==> src/rtl/vga_timing.sv <==
`default_nettype none
// ============================================================================
//  Module   : vga_timing
//  Purpose  : Raster timing generator for a 640x480@60 Hz frame. It counts
//             pixels and lines, and emits registered sync, data-enable, pixel
//             coordinates and line/frame start markers for the pixel stage.
//  Revision : 1.0 - initial release
// ----------------------------------------------------------------------------
//  Ports
//    clk_i          in   1   pixel clock
//    rst_n_i        in   1   synchronous active-low reset; overrides en_i
//    en_i           in   1   pixel strobe; all state advances only when high
//    hsync_o        out  1   horizontal sync (asserted level = HS_POL)
//    vsync_o        out  1   vertical sync   (asserted level = VS_POL)
//    de_o           out  1   data enable: the current pixel is visible
//    x_o            out  10  pixel column while de_o=1, otherwise 0
//    y_o            out  10  pixel line while de_o=1, otherwise 0
//    line_start_o   out  1   one-strobe pulse at h=0 of every line
//    frame_start_o  out  1   one-strobe pulse at h=0, v=0
// ============================================================================
module vga_timing #(
    parameter int H_ACTIVE = 640,
    parameter int H_FP     = 16,
    parameter int H_SYNC   = 96,
    parameter int H_BP     = 48,
    parameter int V_ACTIVE = 480,
    parameter int V_FP     = 10,
    parameter int V_SYNC   = 2,
    parameter int V_BP     = 33,
    parameter bit HS_POL   = 1'b0,
    parameter bit VS_POL   = 1'b0
) (
    input  logic       clk_i,
    input  logic       rst_n_i,
    input  logic       en_i,
    output logic       hsync_o,
    output logic       vsync_o,
    output logic       de_o,
    output logic [9:0] x_o,
    output logic [9:0] y_o,
    output logic       line_start_o,
    output logic       frame_start_o
);

    // Decode boundaries expressed in counter width. Totals above 1024 are
    // not supported, so every boundary fits in 10 bits.
    localparam logic [9:0] C_H_ACT  = 10'(H_ACTIVE);
    localparam logic [9:0] C_HS_BEG = 10'(H_ACTIVE + H_FP);
    localparam logic [9:0] C_HS_END = 10'(H_ACTIVE + H_FP + H_SYNC);
    localparam logic [9:0] C_H_LAST = 10'(H_ACTIVE + H_FP + H_SYNC + H_BP - 1);
    localparam logic [9:0] C_V_ACT  = 10'(V_ACTIVE);
    localparam logic [9:0] C_VS_BEG = 10'(V_ACTIVE + V_FP);
    localparam logic [9:0] C_VS_END = 10'(V_ACTIVE + V_FP + V_SYNC);
    localparam logic [9:0] C_V_LAST = 10'(V_ACTIVE + V_FP + V_SYNC + V_BP - 1);

    logic [9:0] h_q, h_d;
    logic [9:0] v_q, v_d;
    logic       hsync_q, hsync_d;
    logic       vsync_q, vsync_d;
    logic       de_q, de_d;
    logic [9:0] x_q, x_d;
    logic [9:0] y_q, y_d;
    logic       ls_q, ls_d;
    logic       fs_q, fs_d;

    // Counter advance and decode of the current counter values. The outputs
    // register this decode, so they trail the counters by one strobe.
    always_comb begin
        h_d = h_q;
        v_d = v_q;
        if (h_q == C_H_LAST) begin
            h_d = 10'd0;
            v_d = (v_q == C_V_LAST) ? 10'd0 : v_q + 10'd1;
        end else begin
            h_d = h_q + 10'd1;
        end

        de_d    = (h_q < C_H_ACT) && (v_q < C_V_ACT);
        hsync_d = ((h_q >= C_HS_BEG) && (h_q < C_HS_END)) ? HS_POL : ~HS_POL;
        // vsync depends on the line only, so it toggles on line boundaries.
        vsync_d = ((v_q >= C_VS_BEG) && (v_q < C_VS_END)) ? VS_POL : ~VS_POL;
        x_d     = de_d ? h_q : 10'd0;
        y_d     = de_d ? v_q : 10'd0;
        ls_d    = (h_q == 10'd0);
        fs_d    = (h_q == 10'd0) && (v_q == 10'd0);
    end

    always_ff @(posedge clk_i) begin
        if (!rst_n_i) begin
            h_q     <= 10'd0;
            v_q     <= 10'd0;
            hsync_q <= ~HS_POL;
            vsync_q <= ~VS_POL;
            de_q    <= 1'b0;
            x_q     <= 10'd0;
            y_q     <= 10'd0;
            ls_q    <= 1'b0;
            fs_q    <= 1'b0;
        end else if (en_i) begin
            h_q     <= h_d;
            v_q     <= v_d;
            hsync_q <= hsync_d;
            vsync_q <= vsync_d;
            de_q    <= de_d;
            x_q     <= x_d;
            y_q     <= y_d;
            ls_q    <= ls_d;
            fs_q    <= fs_d;
        end
    end

    assign hsync_o       = hsync_q;
    assign vsync_o       = vsync_q;
    assign de_o          = de_q;
    assign x_o           = x_q;
    assign y_o           = y_q;
    assign line_start_o  = ls_q;
    assign frame_start_o = fs_q;

endmodule
`default_nettype wire
==> config.mk <==
export PLATFORM = sky130hd
export DESIGN_NAME = vga_timing
export DESIGN_NICKNAME = d
export VERILOG_FILES = /design/src/rtl/vga_timing.sv
export SDC_FILE = /design/constraint.sdc
export NUM_CORES = 1
export LEC_CHECK = 0
export CAP_MARGIN = 25
export CORE_AREA = 3 3 73 75
export DETAILED_ROUTE_END_ITERATION = 6
export DIE_AREA = 0 0 76 78
export DONT_BUFFER_PORTS = 1
export PLACE_DENSITY = 0.57
export SLEW_MARGIN = 15
export SYNTH_ARGS = -nofsm -noshare
export SYNTH_HDL_FRONTEND = slang
export SYNTH_SLANG_ARGS = --single-unit
==> constraint.sdc <==
create_clock -name clk_i -period 5.3 [get_ports clk_i]
set_clock_uncertainty 0.15 [all_clocks]
set_input_delay 0.53 -clock clk_i [delete_from_list [all_inputs] [get_ports clk_i]]
set_output_delay 0.53 -clock clk_i [all_outputs]
set_load 0.05 [all_outputs]
## After elaboration in Yosys (flattened, before gate mapping)

Index checks and enable logic that the tools add are counted.

| word-level totals | value |
|---|---|
| register bits | 45 |
| input bits | 3 |
| output and inout bits | 25 |
| logic and storage cells | 32 |

| operators by class | value |
|---|---|
| add/sub/neg operators | 2 |
| magnitude comparators | 6 |
| equal/unequal tests | 2 |
| muxes and demuxes | 6 |
| reductions and logical operators | 7 |

Operators by type and width:

| kind | count |
|---|---|
| $mux 10 | 4 |
| $add 10x1->10 const B | 2 |
| $eq 10x10->1 const B | 2 |
| $logic_not 10->1 | 2 |
| $lt 10x10->1 const B | 2 |
| $lt 10x9->1 const B | 2 |
| $ge 10x10->1 const B | 1 |
| $ge 10x9->1 const B | 1 |
| $logic_and 1x1->1 | 4 |
| $mux 1 | 2 |
| $reduce_and 2->1 | 1 |

## Logic depth before layout (Yosys ltp)

Gate-level depths: netlist (run 1).

| depth | value |
|---|---|
| word-level depth | 3 |
| mapped depth | 6 |
| depth with buffers taken out | 6 |

## Worst setup path after synthesis (run 1)

No wires, ideal clock.

| timing | value |
|---|---|
| path type | register -> register |
| from | reg h_q[0] |
| to | reg v_q[8] |
| setup time | 0.121 ns |
| arrival | 1.683 ns |
| data required time | 5.029 ns |
| path slack | 3.347 ns |
| stages on the path, launching flop included | 6 |
| buffers on the path | 0 |
| clock period less this slack | 1.953 ns |
| cells stage by stage | dfxtp_1 -> ha_1 -> nand4_4 -> or3_4 -> nor3_2 -> mux2_2 |

| on the way | value |
|---|---|
| word-level cells in the longest chain between the ends | 2 |

Ends and longest elaborated chain:

| item | line | source |
|---|---|---|
| start: declaration | 56 | `logic [9:0] h_q, h_d;` |
| start signal: assignment | 90 | `h_q <= 10'd0;` |
| start signal: assignment | 100 | `h_q <= h_d;` |
| $eq 10x10->1 | 71 | `if (h_q == C_H_LAST) begin` |
| $reduce_and 2->1 (no line) | n/a |  |
| end signal: assignment | 101 | `v_q <= v_d;` |
| end: declaration | 57 | `logic [9:0] v_q, v_d;` |

No other way between the ends.
A chain may end at the register's enable or synchronous reset.

## Worst setup path in the final report (run 1)

| timing | value |
|---|---|
| from | reg h_q[0] |
| to | reg v_q[3] |

Same word-level chain as after synthesis.

==> results of run 1 <==
sequential cells by signal, summed over array words and instances, names as in the netlist:
signal         flops
frame_start_o      1
h_q               10
hsync_o            1
v_q               10
x_o               10
vsync_o            1
de_o               1
y_o               10
line_start_o       1
metal layers:
layer,part of all wire,global-route usage
met3,0.084,0.0661
met2,0.42,0.227
met1,0.48,0.204
met5,0,0
met4,0.016,0.0507
cell usage after synthesis, types with 4 or more instances:
| master | n | area, um2 |
|---|---|---|
| a22o_1 | 17 | 149 |
| dfxtp_1 | 45 | 901 |
| nor2_1 | 19 | 71.3 |
| nor4_1 | 4 | 25.0 |
| clkbuf_1 | 5 | 18.8 |
| xor2_1 | 6 | 52.6 |
| nand3_1 | 11 | 55.1 |
| xnor2_1 | 6 | 52.6 |
| ha_1 | 4 | 50.1 |
| inv_1 | 7 | 26.3 |
| nor3_1 | 5 | 25.0 |
| nand2_1 | 10 | 37.5 |
| buf_2 | 5 | 25.0 |
kinds of logic after synthesis:
| kind of cell | Yosys count | synth area share |
|---|---|---|
| XOR/XNOR | 12 | 0.0546 |
| AO/OA/AOI/OAI | 35 | 0.151 |
| buffers and inverters | 18 | 0.0403 |
| multiplexers | 4 | 0.0215 |
| flip-flops | 45 | 0.468 |
| AND/OR/NAND/NOR | 75 | 0.238 |
| adder cells (fa/ha/maj) | 4 | 0.0260 |
power groups by stage:
stage / logic, uW / clock network [uW] / registers, uW
2_1_floorplan: 18.6 / 0 / 366
3_3_place_gp: 20.7 / 0 / 367
3_5_place_dp: 21.6 / 0 / 367
4_1_cts: 21.8 / 266 / 359
5_1_grt: 24.6 / 283 / 360
6_report: 21.5 / 262 / 359
critical path, delay by kind of cell (launching register included):
kind            cells  cell delay, ps
flops               1             420
compound gates      3            1040
simple gates        1             170
fa+ha+maj           1             270
per-stage QoR:
step / hold WS (ps) / cell area [um2]
final: 144 / 2080
after global routing: 132 / 2080
after CTS: 144 / 2080
after detailed placement: 412 / 1960
after global placement: 394 / 1960
after floorplan: 364 / 1920
layout make-up:
type	count	share of cell area
clock buffers	5	0.0331
flip-flops and latches	45	0.433
well taps	67	0.0403
multi-input cells	130	0.455
inverters	7	0.0126
clock inverters	3	0.0223
repair buffers	1	0.00361
worst paths after layout:
kind,slack [ps],startpoint,to
hold reg to reg,430,v_q[7],v_q[7]
setup / recovery,3150,h_q[0],v_q[3]
hold / removal,140,rst_n_i,hsync_o
setup reg to reg,3150,h_q[0],v_q[3]
==> results.json, run 1 <==
{
  "drtIter0Drc": 84,
  "synth_seq_area_share": 0.468,
  "num_rows": 25,
  "leakagePower_uw": 0.000809,
  "cts_max_path_buffers": 2,
  "cts_setup_buffers": 0,
  "fin_cells": 258,
  "maxSlewHeadroom": 0.473,
  "clock.fmax_mhz": 466,
  "synth-edff-count": 0,
  "tns_ps": 0,
  "clock_latency_ps": 300,
  "cp.required_ps": 5350,
  "cp.arrival_ps": 2190,
  "dp_hpwl_um": 3130,
  "grt_util_all_layers": 0.155,
  "wl_per_cell_um": 16.9,
  "clk_pin_slew_ps": 90,
  "grt_overflow": 0,
  "worstSetupPathType": "reg -> reg",
  "layout_setup_ws_ps": 3150,
  "vias": 1421,
  "cts_resized": 0,
  "seq_area_um2": 901,
  "finish.net_count": 197,
  "finalHoldViolations": 0,
  "dp.cells": 250,
  "p_int_uw": 492,
  "crit_fanout": 10,
  "antenna_found_initial": 0,
  "slowest_stage": "o31ai_2",
  "grt_max_degree": 20,
  "dieArea_um2": 5930,
  "ctsHtreeMaxLevel": 2,
  "areaGrowthSynthToFinish_pct": 8.06,
  "total_power_uw": 642,
  "seq_power_share": 0.559,
  "critPathCaptureType": "flip-flop",
  "netlist-cell-type-count": 49,
  "slew_viol_final": 0,
  "syn_nets": 200,
  "grt_pass1_wl_um": 7310,
  "hp-class": "in -> reg",
  "synth_ff_type": "dfxtp_1",
  "syn_area_um2": 1920,
  "dieHeight_um": 78,
  "ir_drop_uv": 163,
  "post-route-util": 0.440,
  "root_buffer": "clkbuf_8",
  "max_stage_delay_ps": 740,
  "switchingPower_uw": 150,
  "final_common_cell": "dfxtp_1",
  "multiInputGateArea_um2": 946,
  "final.min_clock_period_ps": 2150,
  "avgViaCountPerCell": 5.51,
  "layout-drive-gt1-share": 0.115,
  "numPortBuffers": 0,
  "gp_congestion": 0.789,
  "yosysWarnings": 0,
  "syn-instance-count": 193,
  "synth-seq-cells": 45,
  "status": "finished, final reports clean",
  "cp_cell_sequence": "ha_1, nand4_4, o31ai_2, o21ai_1, o2bb2ai_1",
  "grt_pass1_vias": 1409,
  "start_util": 0.407,
  "synth.avg_cell_area_um2": 9.97,
  "post-route-period-util": 0.405,
  "p_comb_frac": 0.034,
  "swShare": 0.234,
  "finalSetupViolCount": 0,
  "rsz0062_at_grt": "no",
  "tritoncts": "built",
  "wl_um": 4360,
  "place_ws_ps": 3150,
  "io_pins": 28,
  "cts_made_buffers": 5,
  "layout_common_cells": "45 x dfxtp_1, 19 x nor2_1, 17 x a22o_1, 11 x nand3_1, 10 x nand2_1",
  "cts_num_sinks": 45,
  "fill_cells": 453,
  "die_w_um": 76,
  "critPathLaunchType": "flip-flop",
  "async_reset_ff_frac": 0,
  "drc_errors": 0,
  "core-area_um2": 4720,
  "p_clk_frac": 0.407,
  "cap_violations": 0,
  "hold_buffers": 0,
  "diodes": 0,
  "reg2reg_depth": 5,
  "ant_nets": 0,
  "worstHoldPathCells": 1,
  "max_slew.worst_pin.slew_ps": 785,
  "drtPass1Iterations": 4,
  "power_density_nw_per_um2": 309
}
No activity file was read; power rests on OpenSTA's default activity.
==> inputs of run 2 (changes only) <==
--- a/config.mk
+++ b/config.mk
@@ -10,7 +10,7 @@
 export DETAILED_ROUTE_END_ITERATION = 6
 export DIE_AREA = 0 0 76 78
 export DONT_BUFFER_PORTS = 1
-export PLACE_DENSITY = 0.57
+export PLACE_DENSITY = 0.59
 export SLEW_MARGIN = 15
 export SYNTH_ARGS = -nofsm -noshare
 export SYNTH_HDL_FRONTEND = slang
==> constraint.sdc (replaced) <==
create_clock -name clk_i -period 1.8 [get_ports clk_i]
set_clock_uncertainty 0.15 [all_clocks]
set_input_delay 0.18 -clock clk_i [delete_from_list [all_inputs] [get_ports clk_i]]
set_output_delay 0.18 -clock clk_i [all_outputs]
set_load 0.05 [all_outputs]
==> run 2 against run 1 <==
  * Wire length increased by 6.0%
  * Clock power rose to 2.9 times the previous value
  * Cell area grew 13%
  * Largest cell class unchanged
==> results.json, run 2 (synthesis results as in run 1) <==
{
  "antenna_found_initial": 0,
  "final_common_cell": "dfxtp_1",
  "reg2reg_depth": 4,
  "cp.arrival_ps": 1800,
  "dieHeight_um": 78,
  "wl_per_cell_um": 16.0,
  "endpoint": "v_q[8]",
  "reg2reg_from": "h_q[5]",
  "max_stage_delay_ps": 450,
  "finalSetupViolCount": 0,
  "critPathLaunchType": "flip-flop",
  "ctsHtreeMaxLevel": 2,
  "dp_hpwl_um": 3440,
  "post-route-period-util": 0.975,
  "maxSlewHeadroom": 0.512,
  "leakagePower_uw": 0.000983,
  "dieArea_um2": 5930,
  "slew_viol_final": 0,
  "worstSetupPathType": "reg -> reg",
  "cts_made_buffers": 5,
  "clock.fmax_mhz": 570,
  "vias": 1522,
  "ant_nets": 0,
  "areaGrowthSynthToFinish_pct": 22.4,
  "grt_util_all_layers": 0.159,
  "rsz0062_at_grt": "yes",
  "start_util": 0.407,
  "grt_pass1_vias": 1506,
  "hp-class": "in -> reg",
  "wl_um": 4620,
  "worstHoldStart": "rst_n_i",
  "tns_ps": 0,
  "fin_cells": 289,
  "cp.required_ps": 1850,
  "layout_setup_ws_ps": 45.7,
  "finish.net_count": 228,
  "root_buffer": "clkbuf_8",
  "layout_common_cells": "42 x dfxtp_1, 29 x buf_4, 19 x nor2_1, 17 x a22o_1, 11 x nand3_1",
  "power_density_nw_per_um2": 813,
  "clk_pin_slew_ps": 90,
  "whs_ps": 15.6,
  "num_rows": 25,
  "numPortBuffers": 0,
  "cts_max_path_buffers": 2,
  "slowest_stage": "or3_4",
  "final.min_clock_period_ps": 1750,
  "r2r_slack_ps": 50,
  "layout-drive-gt1-share": 0.252,
  "gp_congestion": 0.906,
  "grt_overflow": 0,
  "place_ws_ps": -43.5,
  "status": "finished, final reports clean",
  "grt_max_degree": 16,
  "tritoncts": "built",
  "diodes": 0,
  "drtPass1Iterations": 4,
  "core-area_um2": 4720,
  "total_power_uw": 1920,
  "r2r-end": "v_q[8]",
  "clock_latency_ps": 300,
  "cts_num_sinks": 45,
  "drtIter0Drc": 61,
  "finalHoldViolations": 0,
  "cap_violations": 0,
  "drc_errors": 0,
  "ir_drop_uv": 455,
  "die_w_um": 76,
  "io_pins": 28,
  "max_slew.worst_pin.slew_ps": 729,
  "critPathLaunch": "h_q[5]",
  "cp_cell_sequence": "or2_0, or3_4, nor3_4, mux2_2",
  "grt_pass1_wl_um": 7400,
  "critPathCaptureType": "flip-flop",
  "crit_fanout": 5,
  "avgViaCountPerCell": 5.27,
  "dp.cells": 275
}
==> run 2: critical path, delay by kind of cell, from the launching register on <==
family           cells  cell delay [ps]
DFF                  1              350
and+or+nand+nor      3              820
muxes                1              340
==> run 2: area by class of cell <==
type                    count  area [um2]
clock inverters             3        46.3
flip-flops and latches     45         910
well taps                  67        83.8
clock buffers               5        68.8
inverters                   7        26.3
repair buffers             32         249
fillers                   454        2370
multi-input cells         130         971
==> run 2: per-stage QoR <==
step / util / cell area (um2)
after global routing: 0.499 / 2350
after detailed placement: 0.459 / 2170
after global placement: 0.459 / 2170
after CTS: 0.492 / 2320
after floorplan: - / 1940
final: 0.499 / 2350
==> run 2: metal layers <==
layer / routed length, um / vias to the layer above / GRT usage
met5: 0 / - / 0
met4: 61 / 0 / 0.0507
met3: 340 / 8 / 0.0557
met2: 2050 / 40 / 0.248
met1: 2180 / 724 / 0.205
li1: - / 750 / -
==> run 2: report_power, final <==
| part | switching (uW) | internal [uW] |
|---|---|---|
| Sequential | 42.1 | 1010 |
| Clock | 352 | 415 |
| Combinational | 55.8 | 40.8 |
| Total | 450 | 1470 |
==> run 2: worst min-delay path by stage <==
stage	to	slack, ps	cells past startpoint
after floorplan	vsync_o	260	2
after global placement	vsync_o	100	1
after detailed placement	vsync_o	100	1
after CTS	x_o[8]	10	3
after global routing	x_o[8]	20	3
final	x_o[8]	20	3
==> run 2: what timing repair did <==
item / in CTS / in global routing
hold endpoints to repair: 14 / 0
pin swaps: 1 / 3
buffers inserted: 2 / 2
hold buffers: 2 / 0
setup endpoints to repair: 20 / 6
gates resized for setup: 2 / 3
cloned: 0 / 0
